**src/rtl/env_uart_tx_pkg.sv**
```systemverilog
`default_nettype none
// ============================================================================
// Module      : env_uart_pkg
// Description : Shared types and constants for the env_uart_tx console
//               transmitter: TX FSM states, register offsets, bit positions.
// Revision    : 1.0 - initial release
// ============================================================================
package env_uart_pkg;

  // Serial frame state machine
  typedef enum logic [1:0] {
    ST_IDLE  = 2'd0,
    ST_START = 2'd1,
    ST_DATA  = 2'd2,
    ST_STOP  = 2'd3
  } tx_state_t;

  // Register offsets from the base port
  localparam logic [7:0] OFS_DATA   = 8'd0;
  localparam logic [7:0] OFS_CTRL   = 8'd1;
  localparam logic [7:0] OFS_STATUS = 8'd2;

  // CTRL bit positions
  localparam int CTRL_TX_EN   = 0;
  localparam int CTRL_IRQ_EN  = 1;
  localparam int CTRL_OVF_CLR = 6;
  localparam int CTRL_FLUSH   = 7;

  // STATUS bit positions (count occupies bits 4:0)
  localparam int STAT_OVF  = 7;
  localparam int STAT_BUSY = 6;
  localparam int STAT_FULL = 5;

  // Assemble the STATUS byte from its fields
  function automatic logic [7:0] pack_status(input logic ovf, input logic busy,
                                             input logic full, input logic [4:0] count);
    logic [7:0] s;
    s            = {3'b000, count};
    s[STAT_OVF]  = ovf;
    s[STAT_BUSY] = busy;
    s[STAT_FULL] = full;
    return s;
  endfunction

endpackage
`default_nettype wire

```
**src/rtl/env_uart_tx_fifo.sv**
```systemverilog
`default_nettype none
// ============================================================================
// Module      : env_sync_fifo
// Description : Small synchronous FIFO with flush. DEPTH must be a power of
//               two between 2 and 16; count is reported on 5 bits.
// Revision    : 1.0 - initial release
// ============================================================================
module env_sync_fifo #(
  parameter int WIDTH = 8,
  parameter int DEPTH = 16
) (
  input  logic             clk,
  input  logic             reset,
  input  logic             push,
  input  logic             pop,
  input  logic             flush,
  input  logic [WIDTH-1:0] din,
  output logic [4:0]       count,
  output logic             full,
  output logic             empty,
  output logic [WIDTH-1:0] head
);

  localparam int AW = $clog2(DEPTH);

  logic [WIDTH-1:0] mem [DEPTH];
  logic [AW-1:0]    wr_ptr;
  logic [AW-1:0]    rd_ptr;
  logic             do_push;
  logic             do_pop;

  // A push into a full FIFO is still accepted when a pop frees a slot on the same edge
  assign do_pop  = pop && !empty;
  assign do_push = push && (!full || do_pop);

  assign full  = (count == 5'(DEPTH));
  assign empty = (count == 5'd0);
  assign head  = mem[rd_ptr];

  // Pointer and occupancy tracking; flush takes priority over push/pop
  always_ff @(posedge clk) begin
    if (reset || flush) begin
      wr_ptr <= '0;
      rd_ptr <= '0;
      count  <= 5'd0;
    end else begin
      if (do_push) wr_ptr <= wr_ptr + AW'(1);
      if (do_pop)  rd_ptr <= rd_ptr + AW'(1);
      case ({do_push, do_pop})
        2'b10:   count <= count + 5'd1;
        2'b01:   count <= count - 5'd1;
        default: count <= count;
      endcase
    end
  end

  // Storage array, written without reset
  always_ff @(posedge clk) begin
    if (do_push) mem[wr_ptr] <= din;
  end

endmodule
`default_nettype wire

```
**src/rtl/env_uart_tx.sv**
```systemverilog
`default_nettype none
// ============================================================================
// Module      : env_uart_tx
// Description : Testbench-side console UART transmitter on the TV80 I/O bus.
//               OUT cycles to the DATA port queue bytes that are sent 8N1 on
//               txd; CTRL/STATUS registers and a TX-empty interrupt level.
// Revision    : 1.0 - initial release
// ============================================================================
module env_uart_tx
  import env_uart_pkg::*;
#(
  parameter logic [7:0] BASE_ADDR    = 8'h88,
  parameter int         FIFO_DEPTH   = 16,
  parameter int         CLKS_PER_BIT = 16
) (
  input  logic       clk,
  input  logic       reset,
  input  logic       iorq_n,
  input  logic       rd_n,
  input  logic       wr_n,
  input  logic [7:0] addr,
  input  logic [7:0] d_out,
  output logic [7:0] rd_data,
  output logic       rd_valid,
  output logic       txd,
  output logic       irq
);

  localparam int            CW          = $clog2(CLKS_PER_BIT);
  localparam logic [CW-1:0] BIT_LAST    = CW'(CLKS_PER_BIT - 1);
  localparam logic [7:0]    ADDR_DATA   = BASE_ADDR + OFS_DATA;
  localparam logic [7:0]    ADDR_CTRL   = BASE_ADDR + OFS_CTRL;
  localparam logic [7:0]    ADDR_STATUS = BASE_ADDR + OFS_STATUS;

  logic          wr_stb;
  logic          rd_stb;
  logic          last_wr;
  logic [7:0]    cap_addr;
  logic [7:0]    cap_data;
  logic          commit;
  logic          data_wr;
  logic          ctrl_wr;
  logic          flush;
  logic          tx_en;
  logic          irq_en;
  logic          overflow;
  logic          fifo_pop;
  logic [4:0]    fifo_count;
  logic          fifo_full;
  logic          fifo_empty;
  logic [7:0]    fifo_head;
  tx_state_t     state;
  logic [CW-1:0] bit_cnt;
  logic [2:0]    bit_idx;
  logic [7:0]    shreg;

  // The write commits on the trailing edge of the strobe using captured bus values
  assign wr_stb  = !iorq_n && !wr_n;
  assign rd_stb  = !iorq_n && !rd_n;
  assign commit  = last_wr && !wr_stb;
  assign data_wr = commit && (cap_addr == ADDR_DATA);
  assign ctrl_wr = commit && (cap_addr == ADDR_CTRL);
  assign flush   = ctrl_wr && cap_data[CTRL_FLUSH];

  // A new frame starts only from IDLE with TX enabled and a byte waiting
  assign fifo_pop = (state == ST_IDLE) && tx_en && !fifo_empty;

  env_sync_fifo #(
    .WIDTH (8),
    .DEPTH (FIFO_DEPTH)
  ) u_fifo (
    .clk   (clk),
    .reset (reset),
    .push  (data_wr),
    .pop   (fifo_pop),
    .flush (flush),
    .din   (cap_data),
    .count (fifo_count),
    .full  (fifo_full),
    .empty (fifo_empty),
    .head  (fifo_head)
  );

  // Track the write strobe and capture address/data while it is asserted
  always_ff @(posedge clk) begin
    if (reset) begin
      last_wr  <= 1'b0;
      cap_addr <= 8'h00;
      cap_data <= 8'h00;
    end else begin
      last_wr <= wr_stb;
      if (wr_stb) begin
        cap_addr <= addr;
        cap_data <= d_out;
      end
    end
  end

  // CTRL register and sticky overflow flag
  always_ff @(posedge clk) begin
    if (reset) begin
      tx_en    <= 1'b0;
      irq_en   <= 1'b0;
      overflow <= 1'b0;
    end else begin
      if (ctrl_wr) begin
        tx_en  <= cap_data[CTRL_TX_EN];
        irq_en <= cap_data[CTRL_IRQ_EN];
      end
      if (ctrl_wr && (cap_data[CTRL_OVF_CLR] || cap_data[CTRL_FLUSH])) begin
        overflow <= 1'b0;
      end else if (data_wr && fifo_full && !fifo_pop) begin
        overflow <= 1'b1;
      end
    end
  end

  // Serializer: txd is registered from the current state, one cycle behind it
  always_ff @(posedge clk) begin
    if (reset) begin
      state   <= ST_IDLE;
      bit_cnt <= '0;
      bit_idx <= 3'd0;
      shreg   <= 8'h00;
      txd     <= 1'b1;
    end else begin
      case (state)
        ST_IDLE: begin
          txd     <= 1'b1;
          bit_cnt <= '0;
          bit_idx <= 3'd0;
          if (fifo_pop) begin
            shreg <= fifo_head;
            state <= ST_START;
          end
        end
        ST_START: begin
          txd <= 1'b0;
          if (bit_cnt == BIT_LAST) begin
            bit_cnt <= '0;
            state   <= ST_DATA;
          end else begin
            bit_cnt <= bit_cnt + CW'(1);
          end
        end
        ST_DATA: begin
          txd <= shreg[0];
          if (bit_cnt == BIT_LAST) begin
            bit_cnt <= '0;
            shreg   <= {1'b0, shreg[7:1]};
            if (bit_idx == 3'd7) begin
              state <= ST_STOP;
            end else begin
              bit_idx <= bit_idx + 3'd1;
            end
          end else begin
            bit_cnt <= bit_cnt + CW'(1);
          end
        end
        ST_STOP: begin
          txd <= 1'b1;
          if (bit_cnt == BIT_LAST) begin
            bit_cnt <= '0;
            state   <= ST_IDLE;
          end else begin
            bit_cnt <= bit_cnt + CW'(1);
          end
        end
        default: begin
          txd   <= 1'b1;
          state <= ST_IDLE;
        end
      endcase
    end
  end

  // TX-empty interrupt level
  always_ff @(posedge clk) begin
    if (reset) begin
      irq <= 1'b0;
    end else begin
      irq <= irq_en && (fifo_count == 5'd0) && (state == ST_IDLE);
    end
  end

  assign rd_valid = rd_stb && ((addr == ADDR_CTRL) || (addr == ADDR_STATUS));

  // Register read mux; DATA is write-only and reads as zero
  always_comb begin
    rd_data = 8'h00;
    if (rd_stb && (addr == ADDR_CTRL)) begin
      rd_data = {6'b000000, irq_en, tx_en};
    end else if (rd_stb && (addr == ADDR_STATUS)) begin
      rd_data = pack_status(overflow, state != ST_IDLE, fifo_full, fifo_count);
    end
  end

endmodule
`default_nettype wire

```
**config.mk**
```make
export PLATFORM = sky130hd
export DESIGN_NAME = env_uart_tx
export DESIGN_NICKNAME = d
export VERILOG_FILES = /design/src/rtl/env_uart_tx_pkg.sv /design/src/rtl/env_uart_tx_fifo.sv /design/src/rtl/env_uart_tx.sv
export SDC_FILE = /design/constraint.sdc
export NUM_CORES = 1
export LEC_CHECK = 0
export ABC_AREA = 1
export CAP_MARGIN = 20
export CORE_ASPECT_RATIO = 0.9
export CORE_MARGIN = 5
export CORE_UTILIZATION = 50
export DETAILED_ROUTE_END_ITERATION = 10
export GPL_ROUTABILITY_DRIVEN = 0
export PLACE_DENSITY = 0.79
export SYNTH_ARGS = -nofsm -noshare
export SYNTH_HDL_FRONTEND = slang
export SYNTH_HIERARCHICAL = 1
export SYNTH_SLANG_ARGS = --single-unit
```
**constraint.sdc**
```tcl
create_clock -name clk -period 6.15 [get_ports clk]
set_input_delay 1.5375 -clock clk [delete_from_list [all_inputs] [get_ports clk]]
set_output_delay 1.5375 -clock clk [all_outputs]
set_load 0.03 [all_outputs]
```
==> results.cfg, run 1 <==
[run_status]
status = finished clean

[routing]
wl_per_cell_um = 16.41
ant_nets = 0
wirelength_um = 17130
drt_iter0_markers = 484
vias = 5656
viasPerCell = 5.418
drc = 0
dr.pass1.iters = 7

[finish]
drive_above_1_share = 0.07288
final_area_um2 = 9089
antennaDiodeCount = 0
areaGrowthSynthToFinish_pct = 13.04
layout.nets = 862

[timing]
finalHoldViolCount = 0
timing.fmax_mhz = 195.8
tightest_slew_ns = 0.9069
finalCritPeriodShare = 0.8305
layout_min_cycle_time_ns = 5.107
whs_ns = 0.4496
fin_tns_setup_ns = 0
rsz0062_at_grt = false
slew_viol_final = 0
fin_skew_ns = 0.007160
setup_viol = 0
max_slew_margin = 0.3947

[critical_path]
crit_path_start_kind = input port
path_buf_inv = 3
crit_required_ns = 4.61
slowest_stage = clkdlybuf4s50_1
path_max_fanout = 7
cp_cell_sequence = clkdlybuf4s50_1 -> inv_1 -> nor2_1 -> nand2_1 -> nor3_1 -> nand2_1 -> nor2_1 -> clkdlybuf4s50_1
worstPathArrival_ns = 3.57
critPathKind = in2out
end_kind = output port
critPathMaxStageDelay_ns = 0.70
crit_family = buffers and inverters

[clock_tree]
htreeDepth = 4
path_clk_slew_ns = 0.06
cts.sinks = 184
max-clock-path-buffers = 2
cts_buffers = 17
postCtsHoldBufs = 0
clock_latency_ns = 0.43
root_buffer = clkbuf_16
cts_post_setup_buffers_inserted = 0
cts_tree = built
ctsResizeCount = 0

[synthesis]
netlist_area_um2 = 8040
avgSynthCellArea_um2 = 9.988
yosysSeqAreaShare = 0.6175
synthDistinctLibCells = 37
synth_area_leader_cell = edfxtp_1
synth_top_cell_area_share = 0.4781
syn_inst = 805
yosys_warnings = 6
synth-seq-cells = 184
synth_area_leaders = edfxtp_1 48%, dfxtp_1 14%, nand2_1 5.1%
synth_fp_nets = 843

[placement]
dpl_cell_area_um2 = 8436
dpl.hpwl_um = 10640
io_buffers = 31

[pwr]
power.density_nw_per_um2 = 288.0
leakage_uw = 0.003369
ir_drop_mv = 0.1897
total_power_uw = 2618

[floorplan]
num_io_pins = 32
die_h_um = 130.3
die_w_um = 143.7
start_util = 0.5036
rows = 44
coreArea_um2 = 15970
die_area_um2 = 18720

[global_route]
grt_use_total = 0.1880
grt_overflow_total = 0
grt_pass1_vias = 5289
antenna_found_initial = 0
grt_pass1_wl_um = 26850
grt_max_degree = 129

[job]
cap_violations = 0

[hold_path]
hp-class = reg2reg
layout by cell type, fill, tap and decap left out, drive strengths merged, types with 2 or more instances in the layout:
master / count
o211ai: 32
buf: 2
o21ai: 59
or2: 2
nor4: 2
clkinv: 7
a21oi: 55
inv: 109
ha: 16
nor2: 97
nand2: 116
clkinvlp: 5
nand3: 80
nor3: 3
xnor2: 2
edfxtp: 128
a21boi: 6
clkdlybuf4s50: 31
bufinv: 5
xor2: 2
clkbuf: 17
dfxtp: 56
stage by stage:
| stage | std cells | setup WS, ns | utilization |
|---|---|---|---|
| 2_1_floorplan | 805 | 2.080 | - |
| 3_3_place_gp | 1011 | 1.143 | 0.5284 |
| 3_5_place_dp | 1011 | 1.026 | 0.5284 |
| 4_1_cts | 1043 | 1.015 | 0.5680 |
| 5_1_grt | 1044 | 0.8445 | 0.5693 |
| 6_report | 1044 | 1.043 | 0.5693 |
worst paths after layout:
path,cells past startpoint,to,slack [ns],start
max,8,rd_data[7],1.04,addr[7]
min,1,bit_cnt[0],0.45,bit_cnt[0]
max reg2reg,6,u_fifo/mem[0][2],3.23,cap_addr[1]
min reg2reg,1,bit_cnt[0],0.45,bit_cnt[0]
cell usage after synthesis, drive strengths merged:
| cell | number |
|---|---|
| edfxtp | 128 |
| nand2 | 116 |
| inv | 109 |
| nor2 | 97 |
| nand3 | 80 |
| o21ai | 59 |
| dfxtp | 56 |
| a21oi | 55 |
| o211ai | 32 |
| buf | 25 |
| ha | 16 |
| clkbuf | 8 |
| a21boi | 6 |
| nor3 | 3 |
| clkinv | 2 |
| nor4 | 2 |
| or2 | 2 |
| xnor2 | 2 |
| xor2 | 2 |
| fa | 1 |
| nand3b | 1 |
| nand4 | 1 |
| o21a | 1 |
| o22ai | 1 |
cell type report:
class	instances	area (um2)
well taps	207	259.0
clock inverters	15	207.7
flip-flops and latches	184	4970
fillers	1286	6877
repair buffers	33	337.8
multi-input cells	477	2467
clock buffers	17	425.4
inverters	111	421.7
worst reg2reg max path, delay by kind of cell, from the launching register on:
kind | cells | cell delay (ns)
DFF | 1 | 0.33
AOI/OAI and AO/OA | 1 | 0.20
and+or+nand+nor | 4 | 1.88
buffers and inverters | 1 | 0.14
power breakdown:
part           switching (uW)  internal, uW  leakage (uW)
clock network             452           714      0.000291
registers                25.2          1340       0.00164
logic                    54.9          35.0       0.00144
registers in the layout (all words and copies together) (netlist names), 2 cells and up, named ones only:
register       count
cap_data           8
u_fifo/wr_ptr      4
u_fifo/rd_ptr      4
state              2
cap_addr           8
bit_idx            3
u_fifo/mem       128
shreg              8
u_fifo/count       5
bit_cnt            4
cell families (layout without fill, tap and decap cells):
logic type,after synthesis,in the layout,share of synthesized area
AOI/OAI and AO/OA,154,154,0.1108
xor gates and xnor gates,4,4,0.004358
adders and majority gates,17,17,0.02739
buffers and inverters,144,176,0.07563
DFF,184,184,0.6175
and+or+nand+nor,302,302,0.1643
per-layer routing:
layer / GRT usage / part of all wire / up-vias
met2: 0.3068 / 0.48 / 216
met3: 0.04361 / 0.071 / 19
met1: 0.2516 / 0.43 / 2670
met5: 0 / 0 / -
met4: 0.05980 / 0.017 / 0
li1: - / - / 2751
Power figures use the tool's default switching activity.
==> inputs of run 2 (changes only) <==
Clock period 6.15 ns to 5.19 ns, I/O delays scaled along.
==> run 2 against run 1 <==
Effect of this change: combinational power grew 18%; critical path depth is the same; critical path type unchanged; worst setup slack lost 0.47 ns; final area grew 0.58%; clock skew grew 0.0045 ns; sequential power grew 19%; non-clock buffer count is the same; first-iteration DRC count grew 30%; die area is the same; largest cell class unchanged; largest power group unchanged; utilization grew 0.33 points.
==> results.cfg, run 2 (synthesis results as in run 1) <==
[finish]
nFillCells = 1286
largest_register = u_fifo/mem
antennaDiodeCount = 0
layout.nets = 862
drive_above_1_share = 0.07527
layout_common_cells = 128 x edfxtp_1, 109 x nand2_1, 106 x inv_1
final_area_um2 = 9141
final_common_cell = edfxtp_1
largest_register_ffs = 128
areaGrowthSynthToFinish_pct = 13.69

[hold_path]
hp-class = reg2reg
holdPathStages = 1

[timing]
timing.fmax_mhz = 216.8
fin_ws_ns = 0.5769
slew_viol_final = 0
fin_tns_setup_ns = 0
tightest_slew_ns = 0.9541
finalHoldViolCount = 0
fin_skew_ns = 0.01163
setup_viol = 0
layout_min_cycle_time_ns = 4.613
rsz0062_at_grt = false
max_slew_margin = 0.3616
finalCritPeriodShare = 0.8889

[critical_path]
end_kind = output port
critPathMaxStageDelay_ns = 0.68
critPathKind = in2out
slowest_stage = clkdlybuf4s50_1
worstPathArrival_ns = 3.32
r2r_cells = 6
path_max_fanout = 7
crit_required_ns = 3.89
cp_cell_sequence = clkdlybuf4s50_1 -> inv_1 -> nor2_1 -> nand2_1 -> nor3_1 -> nand2_1 -> nor2_1 -> clkdlybuf4s50_1
crit_path_start_kind = input port

[pwr]
power.density_nw_per_um2 = 348.3
leakage_uw = 0.003408
total_power_uw = 3184
ir_drop_mv = 0.2232

[global_route]
grt_max_degree = 129
grt_pass1_vias = 5345
grt_use_total = 0.1897
grt_overflow_total = 0
antenna_found_initial = 0
grt_pass1_wl_um = 27220

[floorplan]
num_io_pins = 32
coreArea_um2 = 15970
die_h_um = 130.3
rows = 44
die_area_um2 = 18720
die_w_um = 143.7
start_util = 0.5036

[clock_tree]
clock_latency_ns = 0.43
postCtsHoldBufs = 0
max-clock-path-buffers = 2
cts.sinks = 184
cts_tree = built
ctsResizeCount = 0
htreeDepth = 4
cts_post_setup_buffers_inserted = 0
path_clk_slew_ns = 0.06
root_buffer = clkbuf_16
cts_buffers = 17

[routing]
wl_per_cell_um = 16.29
wirelength_um = 17010
drt_iter0_markers = 631
viasPerCell = 5.439
vias = 5678
dr.pass1.iters = 5
drc = 0
ant_nets = 0

[placement]
io_buffers = 31
dpl.hpwl_um = 10590
dpl_cell_area_um2 = 8436
preCtsSetupSlack_ns = 0.5968

[job]
cap_violations = 0

[run_status]
status = finished clean
run 2: cell count changes in the layout (fill, tap and decap cells not counted), sizes merged:
cell      delta
inv          +2
clkinv       -4
clkinvlp     -3
bufinv       +1
clkbuf       +4
run 2: final cells by class:
class | instances | area [um2] | share of cell area
clock buffers | 21 | 460.4 | 0.05037
inverters | 111 | 421.7 | 0.04613
repair buffers | 33 | 345.3 | 0.03778
flip-flops and latches | 184 | 4970 | 0.5437
well taps | 207 | 259.0 | 0.02833
multi-input cells | 477 | 2467 | 0.2699
clock inverters | 11 | 217.7 | 0.02382
run 2: power breakdown:
part | switching [uW] | total (uW) | internal [uW]
clock network | 531 | 1460 | 931
logic | 65.1 | 106 | 41.4
registers | 30.2 | 1620 | 1580
run 2: final timing paths:
check,end,start,slack (ns)
setup / recovery,rd_data[6],addr[7],0.58
hold / removal,bit_cnt[0],bit_cnt[0],0.45
hold reg to reg,bit_cnt[0],bit_cnt[0],0.45
setup reg to reg,u_fifo/mem[10][7],cap_addr[0],2.28
run 2: critical path: cells and delay by family:
family / cells / cell delay (ns)
buffers and inverters: 3 / 1.19
AND/OR/NAND/NOR: 5 / 0.81
run 2: through the flow:
step,hold WS [ns],cells,util
floorplan,0.4176,805,-
global placement,0.4327,1011,0.5284
detailed placement,0.4383,1011,0.5284
CTS,0.4507,1043,0.5708
global route,0.4633,1044,0.5726
finish,0.4470,1044,0.5726
run 2: metal layers:
| layer | global-route usage | wire, um | vias to the layer above | share of wire |
|---|---|---|---|---|
| met5 | 0 | 0 | - | 0 |
| met3 | 0.04177 | 1135 | 17 | 0.067 |
| met2 | 0.3052 | 8268 | 185 | 0.49 |
| met1 | 0.2577 | 7361 | 2717 | 0.43 |
| li1 | - | - | 2759 | - |
| met4 | 0.06368 | 242 | 0 | 0.014 |
